`config.mk`:
```
export PLATFORM = sky130hd
export DESIGN_NAME = reset_sequencer
export DESIGN_NICKNAME = d
export VERILOG_FILES = /design/src/rtl/reset_sequencer.sv
export SDC_FILE = /design/constraint.sdc
export NUM_CORES = 1
export LEC_CHECK = 0
export ABC_AREA = 0
export CORE_ASPECT_RATIO = 1.2
export CORE_MARGIN = 3
export CORE_UTILIZATION = 50
export DETAILED_ROUTE_END_ITERATION = 12
export PLACE_DENSITY = 0.69
export SYNTH_ARGS = -nofsm -noshare
export SYNTH_HDL_FRONTEND = slang
export SYNTH_SLANG_ARGS = --single-unit
```
`constraint.sdc`:
```
create_clock -name clk -period 2.4 [get_ports clk]
set_clock_uncertainty 0.1 [all_clocks]
set_input_delay 0.48 -clock clk [delete_from_list [all_inputs] [get_ports clk]]
set_output_delay 0.48 -clock clk [all_outputs]
set_load 0.005 [all_outputs]
```
`src/rtl/reset_sequencer.sv`:
```
// reset_sequencer: board-level reset controller.
// Synchronizes and debounces the raw active-low reset button, stretches every
// reset of the core to a fixed hold time, and optionally restarts the core a
// fixed delay after it traps. Every output is driven straight from a flop.
//
// Handshake note: this block has no valid/ready interfaces; all inputs are
// levels sampled on every rising clk edge and all outputs are levels.
//
// Parameter ranges: DEBOUNCE, HOLD and TRAP_DELAY must each be >= 1.
module reset_sequencer #(
   parameter int unsigned DEBOUNCE     = 20000,
   parameter int unsigned HOLD         = 16,
   parameter int unsigned TRAP_RESTART = 1,
   parameter int unsigned TRAP_DELAY   = 2000
) (
   input  logic       clk,
   input  logic       power_on_reset,
   input  logic       btn_n,
   input  logic       trap,
   output logic       sys_reset,
   output logic       trap_seen,
   output logic [7:0] reset_count,
   output logic [1:0] dbg_state
);

   // Counter widths are sized so each counter can hold its terminal value.
   localparam int DW = $clog2(DEBOUNCE + 1);
   localparam int HW = $clog2(HOLD + 1);
   localparam int TW = $clog2(TRAP_DELAY + 1);

   localparam logic [DW-1:0] D_LAST = DW'(DEBOUNCE - 1);
   localparam logic [DW-1:0] D_ONE  = DW'(1);
   localparam logic [HW-1:0] H_LAST = HW'(HOLD - 1);
   localparam logic [HW-1:0] H_ONE  = HW'(1);
   localparam logic [TW-1:0] T_LAST = TW'(TRAP_DELAY - 1);
   localparam logic [TW-1:0] T_ONE  = TW'(1);

   typedef enum logic [1:0] {
      ST_HOLD    = 2'd0,
      ST_RUN     = 2'd1,
      ST_TRAPPED = 2'd2
   } state_t;

   logic          s1;
   logic          s2;
   logic          deb;
   logic [DW-1:0] dcnt;
   state_t        state;
   logic [HW-1:0] hcnt;
   logic [TW-1:0] tcnt;

   // Saturating increment so the reset counter sticks at 255.
   function automatic logic [7:0] sat_inc(input logic [7:0] v);
      sat_inc = (v == 8'hFF) ? v : v + 8'd1;
   endfunction

   // Two-flop synchronizer for the asynchronous button; idles released (1).
   always_ff @(posedge clk) begin
      if (power_on_reset) begin
         s1 <= 1'b1;
         s2 <= 1'b1;
      end else begin
         s1 <= btn_n;
         s2 <= s1;
      end
   end

   // Debouncer: deb follows s2 only after s2 has differed for DEBOUNCE
   // consecutive cycles; any agreeing cycle restarts the count.
   always_ff @(posedge clk) begin
      if (power_on_reset) begin
         deb  <= 1'b1;
         dcnt <= '0;
      end else if (s2 == deb) begin
         dcnt <= '0;
      end else if (dcnt == D_LAST) begin
         deb  <= s2;
         dcnt <= '0;
      end else begin
         dcnt <= dcnt + D_ONE;
      end
   end

   // Reset FSM: HOLD stretches the core reset, RUN watches for button and
   // trap, TRAPPED leaves the core frozen until button or restart delay.
   always_ff @(posedge clk) begin
      if (power_on_reset) begin
         state       <= ST_HOLD;
         hcnt        <= '0;
         tcnt        <= '0;
         sys_reset   <= 1'b1;
         trap_seen   <= 1'b0;
         reset_count <= 8'd0;
      end else begin
         case (state)
            ST_HOLD: begin
               sys_reset <= 1'b1;
               if (!deb) begin
                  // Button still down: the hold time starts after release.
                  hcnt <= '0;
               end else if (hcnt == H_LAST) begin
                  state     <= ST_RUN;
                  sys_reset <= 1'b0;
                  hcnt      <= '0;
               end else begin
                  hcnt <= hcnt + H_ONE;
               end
            end
            ST_RUN: begin
               sys_reset <= 1'b0;
               if (!deb) begin
                  // Button wins over a simultaneous trap, which is still noted.
                  state       <= ST_HOLD;
                  sys_reset   <= 1'b1;
                  hcnt        <= '0;
                  reset_count <= sat_inc(reset_count);
                  if (trap) begin
                     trap_seen <= 1'b1;
                  end
               end else if (trap) begin
                  state     <= ST_TRAPPED;
                  trap_seen <= 1'b1;
                  tcnt      <= '0;
               end
            end
            ST_TRAPPED: begin
               sys_reset <= 1'b0;
               if (!deb) begin
                  state       <= ST_HOLD;
                  sys_reset   <= 1'b1;
                  hcnt        <= '0;
                  reset_count <= sat_inc(reset_count);
               end else if (TRAP_RESTART != 0) begin
                  if (tcnt == T_LAST) begin
                     state       <= ST_HOLD;
                     sys_reset   <= 1'b1;
                     hcnt        <= '0;
                     reset_count <= sat_inc(reset_count);
                  end else begin
                     tcnt <= tcnt + T_ONE;
                  end
               end
            end
            default: begin
               state     <= ST_HOLD;
               sys_reset <= 1'b1;
               hcnt      <= '0;
            end
         endcase
      end
   end

   // State is exported for debug observation.
   assign dbg_state = state;

endmodule

```
# Word-level counts from Yosys, hierarchy flattened
# Index checks and enable logic that the tools add are counted.
# word_totals
regBits	46
word_cells	69
# classes
n_addsub	4
eq_ne	16
bitwise	1
mux	29
reduce_logical	9
# ops
cell	n
2-to-1 mux 11 bit	4
2-to-1 mux 8 bit	4
2-to-1 mux 5 bit	5
one-hot mux 11 bit (2 select lines)	1
one-hot mux 8 bit (2 select lines)	1
adder 15 x 1 -> 15 bit, second input constant	1
equality test 15 bit, second input constant	1
one-hot mux 5 bit (3 select lines)	1
!= test 2 bit, second input constant	7
2-to-1 mux 2 bit	6
adder 11 x 1 -> 11 bit, second input constant	1
equality test 11 bit, second input constant	1
adder 8 x 1 -> 8 bit, second input constant	1
equality test 8 bit, second input constant	1
!= test 3 bit, second input constant	2
one-hot mux 2 bit (3 select lines)	1
AND reduction 2 bit	3
adder 5 x 1 -> 5 bit, second input constant	1
equality test 5 x 4 -> 1 bit, second input constant	1
2-to-1 mux 1 bit	5
AND reduction 5 bit	1
AND reduction 4 bit	1
one-hot mux 1 bit (3 select lines)	1
AND reduction 3 bit	1
7 further kinds	7

# Logic depth before layout (Yosys ltp)
# logic_depth
depth_word	5
ltp_mapped	9
depth_no_buf	6

# Worst setup path after synthesis
# OpenSTA, ideal clock, no wires.
# synth_timing
kind	reg-to-reg
start	register state[1] (netlist: dbg_state[1])
end	register reset_count[5]
setup_ps	121
n_path_buf	2
t_arrival_ps	1785
stages_incl_launch_ff	9
t_required_ps	2179
slack_ps	394
synth_period_minus_slack_ps	2006
cell_sequence	dfxtp_1 -> inv_1 -> ha_1 -> buf_2 -> o21ai_0 -> a41oi_2 -> buf_6 -> nor4_1 -> mux2_2
# synth_between
elab_chain_len	3
word_cells_on_any_way	7
cone_classes	eq/ne (4); mux (1); reduce/logical (2)
# synth_rtl
element	line_no	text
from (decl)	48	state_t state;
from (signal assigned)	88	state <= ST_HOLD;
from (signal assigned)	102	state <= ST_RUN;
from (signal assigned)	113	state <= ST_HOLD;
equality test 2 bit or equality test 2 x 1 -> 1 bit (tied branches)	95	case (state)
!= test 3 bit (no line) (tied with other cells)	--	
AND reduction 3 bit (no line)	--	
to (signal assigned)	116	reset_count <= sat_inc(reset_count);
to (signal assigned)	132	reset_count <= sat_inc(reset_count);
to (signal assigned)	138	reset_count <= sat_inc(reset_count);
to (decl)	22	output logic [7:0] reset_count,
# Parallel ways exist; a longest one is shown, timed or not.
# A chain may end at the register's enable or synchronous reset.

# Worst setup path in the final report
# layout_timing
start	register tcnt[0]
end	register reset_count[4]
# layout_between
elab_chain_len	3
# layout_rtl
element	line_no	text
from (decl)	50	logic [TW-1:0] tcnt;
from (signal assigned)	140	tcnt <= tcnt + T_ONE;
equality test 11 bit	134	if (tcnt == T_LAST) begin
!= test 3 bit (no line)	--	
AND reduction 3 bit (no line)	--	
# Every way passes these cells.

==> results.md <==
| Item | Value |
|:---|:---|
| FFs w/ async S/R, synth | 0% |
| Number of nets still failing antenna checks after routing | 0 |
| Detailed router's first-iteration violation count | 97 |
| Post-synthesis instance total | 275 |
| Yosys warns | 0 |
| Via count of the first global-routing pass | 1973 |
| Count of input and output buffers | 15 |
| Least-Margin Pin Slew | 0.605 ns |
| Seq/Total Area, Yosys | 39.4% |
| Number of fillers in the final layout | 408 |
| Most common cell after layout, fill and taps aside | dfxtp_1 |
| Most used cells in the layout excluding fill and tap cells | dfxtp_1, nor2_1, nand2_1 |
| Placeable core region | 0.00439 mm^2 |
| Clk pin slew, worst setup/hold paths | 0.09 ns |
| Leak pwr | 0.898 nW |
| Worst hold path class | reg -> reg |
| Clock net sink count | 46 |
| Headroom to the max-slew limit | 59.6% |
| Residual DRC | 0 |
| DPL Wire Length | 3720 um |
| Final weighted congestion of routability-driven global placement | 0.890 |
| Number of nets at the end of the flow | 309 |
| Die Wd | 68.4 um |
| Critical Path Source Type | flip-flop |
| Max-slew violation total from the final report | 0 |
| Hold Vio Cnt, Final | 0 |
| Number of hold buffers added after cts | 0 |
| Via total after detailed routing | 2109 |
| CTS Root Cell | clkbuf_8 |
| DR vias/cell | 5.96 |
| Number of max-cap violations | 0 |
| Number of antenna violations at the first check in global routing | 0 |
| Max H-tree Level | 2 |
| Antenna cell count | 0 |
| Synth top area cells | dfxtp_1, ha_1, nand2_1 |
| Post-Synthesis Mean Instance Area | 8.49 um^2 |
| Average detailed-routed wire length per instance | 14.5 um |
| Number of buffers on the longest clock path | 2 |
| Proportion of layout cells with a drive suffix above 1 | 10.1% |
| Post-synth top flop | dfxtp_1 |
| Unrepaired setup endpoints after global routing | no |
| Setup fix buffers added after clock tree synthesis | 0 |
| First-pass detailed-route iteration total | 4 |
| Setup CP Type | reg -> reg |
| Top cell type by total area after synthesis | dfxtp_1 |
| Outcome | complete, no violations |
| Minimum clock period | 2.16 ns |
| Layout overhead on the synthesized area | 15.1% |
| Die Area | 0.00553 mm^2 |
| Max Fanout on Critical Path | 14 |
| Proportion of netlist area held by the largest area contributor | 39.4% |
| Number of distinct library cell variants in the gate-level netlist after synthesis | 55 |
| Non-filler cells, final | 354 |
| Worst supply voltage drop on vdd | 0.373 mV |
| Cells after DPL | 346 |
| Global-route wire length before repair | 8690 um |
| Final worst-path cycle share | 89.9% |
| Starting density of the core | 53.2% |
| Final routed wirelength across all metal layers | 5120 um |
| PwrDens | 682 mW/mm^2 |
| Setup Viol. Count Final | 0 |
| # IOs | 16 |
| Worst hold path stage count | 1 |
| R2R Setup Slk | 0.24 ns |
| Top achievable clock speed | 0.463 GHz |
| Element type at the critical path end | flip-flop |
| Post-Syn Area | 0.00234 mm^2 |
| Required arrival time at the worst endpoint | 2.52 ns |
| Post-synthesis net count | 287 |
| Global routing usage summed across all routing layers | 20.4% |
| Sum Neg Setup Slack | 0 ns |
| Number of buffers added by the clock tree synthesis step | 5 |
| Vert. Die Dim | 80.9 um |
| Number of rows in the core area | 26 |
| Worst skew pair latency | 0.29 ns |
| Flip-flop and latch count after synthesis | 46 |
| Critical path arrival | 2.28 ns |
| CTS tree | done |
| Reg2Reg Depth | 6 |
| Largest net degree at the start of global routing | 17 |
| Number of flops mapped to enable cells by yosys | 0 |
| Overflow left after global routing | 0 |
| Total of cells resized after clock tree synthesis | 0 |
==> routing by layer <==
layer / global-route usage [%] / vias up / share of wire, %
met5: 0 / - / 0
met3: 5.12 / 4 / 4.8
li1: - / 1065 / -
met2: 31.6 / 47 / 46
met4: 7.55 / 0 / 0.72
met1: 27.0 / 993 / 48
==> worst max-delay path, stage by stage, from the launching register on <==
cell	delay (ns)
dfxtp_1	0.39
ha_1	0.19
and4bb_1	0.23
a41oi_2	0.26
buf_4	0.27
or4_1	0.50
a21oi_1	0.16
==> where the power goes <==
group / internal (mW) / leakage [nW] / switching [mW]
Clock: 0.232 / 0.0472 / 0.261
Sequential: 0.804 / 0.372 / 0.0353
Combinational: 0.210 / 0.479 / 0.290
Total: 1.25 / 0.898 / 0.587
==> through the flow <==
stage	utilization, %	power, mW	instance area [um^2]	worst slack [ns]	hold WS (ns)
floorplan	-	1.17	2340	0.394	0.289
global placement	59.0	1.35	2590	0.234	0.306
detailed placement	59.0	1.35	2590	0.222	0.313
CTS	61.2	1.85	2690	0.229	0.333
global route	61.2	1.95	2690	0.0879	0.343
finish	61.2	1.83	2690	0.242	0.328
==> flip-flops by register name, summed over array words and instances (netlist names) <==
register,flops
dbg_state,2
dcnt,15
deb,1
hcnt,5
reset_count,8
s1,1
s2,1
sys_reset,1
tcnt,11
trap_seen,1
==> layout make-up <==
class / count / area, um^2 / area share, %
multi-input cells: 206 / 1320 / 49.0
well taps: 56 / 70.1 / 2.61
repair buffers: 28 / 248 / 9.22
clock buffers: 6 / 82.6 / 3.07
inverters: 10 / 37.5 / 1.40
flip-flops and latches: 46 / 921 / 34.3
clock inverters: 2 / 12.5 / 0.466
==> synthesized netlist by cell type (5+ instances only) <==
library cell	number
dfxtp_1	46
nand2_1	24
nor2_1	24
a21oi_1	16
o21ai_0	15
nand3_1	14
inv_1	10
nand4_1	10
ha_1	8
clkbuf_1	7
nor4_1	7
o31ai_1	6
or3_1	6
or4_1	6
xnor2_1	6
xor2_1	6
a311oi_1	5
a31oi_1	5
==> final timing paths <==
check	from	end
worst max-delay path	tcnt[0]	reset_count[4]
worst min register to register	s1	s2
worst max register to register	tcnt[0]	reset_count[4]
worst min-delay path	s1	s2
==> kinds of logic (layout without fill, tap and decap cells) <==
logic type | count (synthesis) | count (layout) | synth area share (%)
XOR/XNOR | 12 | 12 | 4.50
flip-flops | 46 | 46 | 39.4
buffers and inverters | 23 | 46 | 4.23
multiplexers | 2 | 2 | 0.911
AO/OA/AOI/OAI | 65 | 65 | 18.8
adder cells (fa/ha/maj) | 8 | 8 | 4.29
AND/OR/NAND/NOR | 119 | 119 | 27.9
Power figures use the tool's default switching activity.
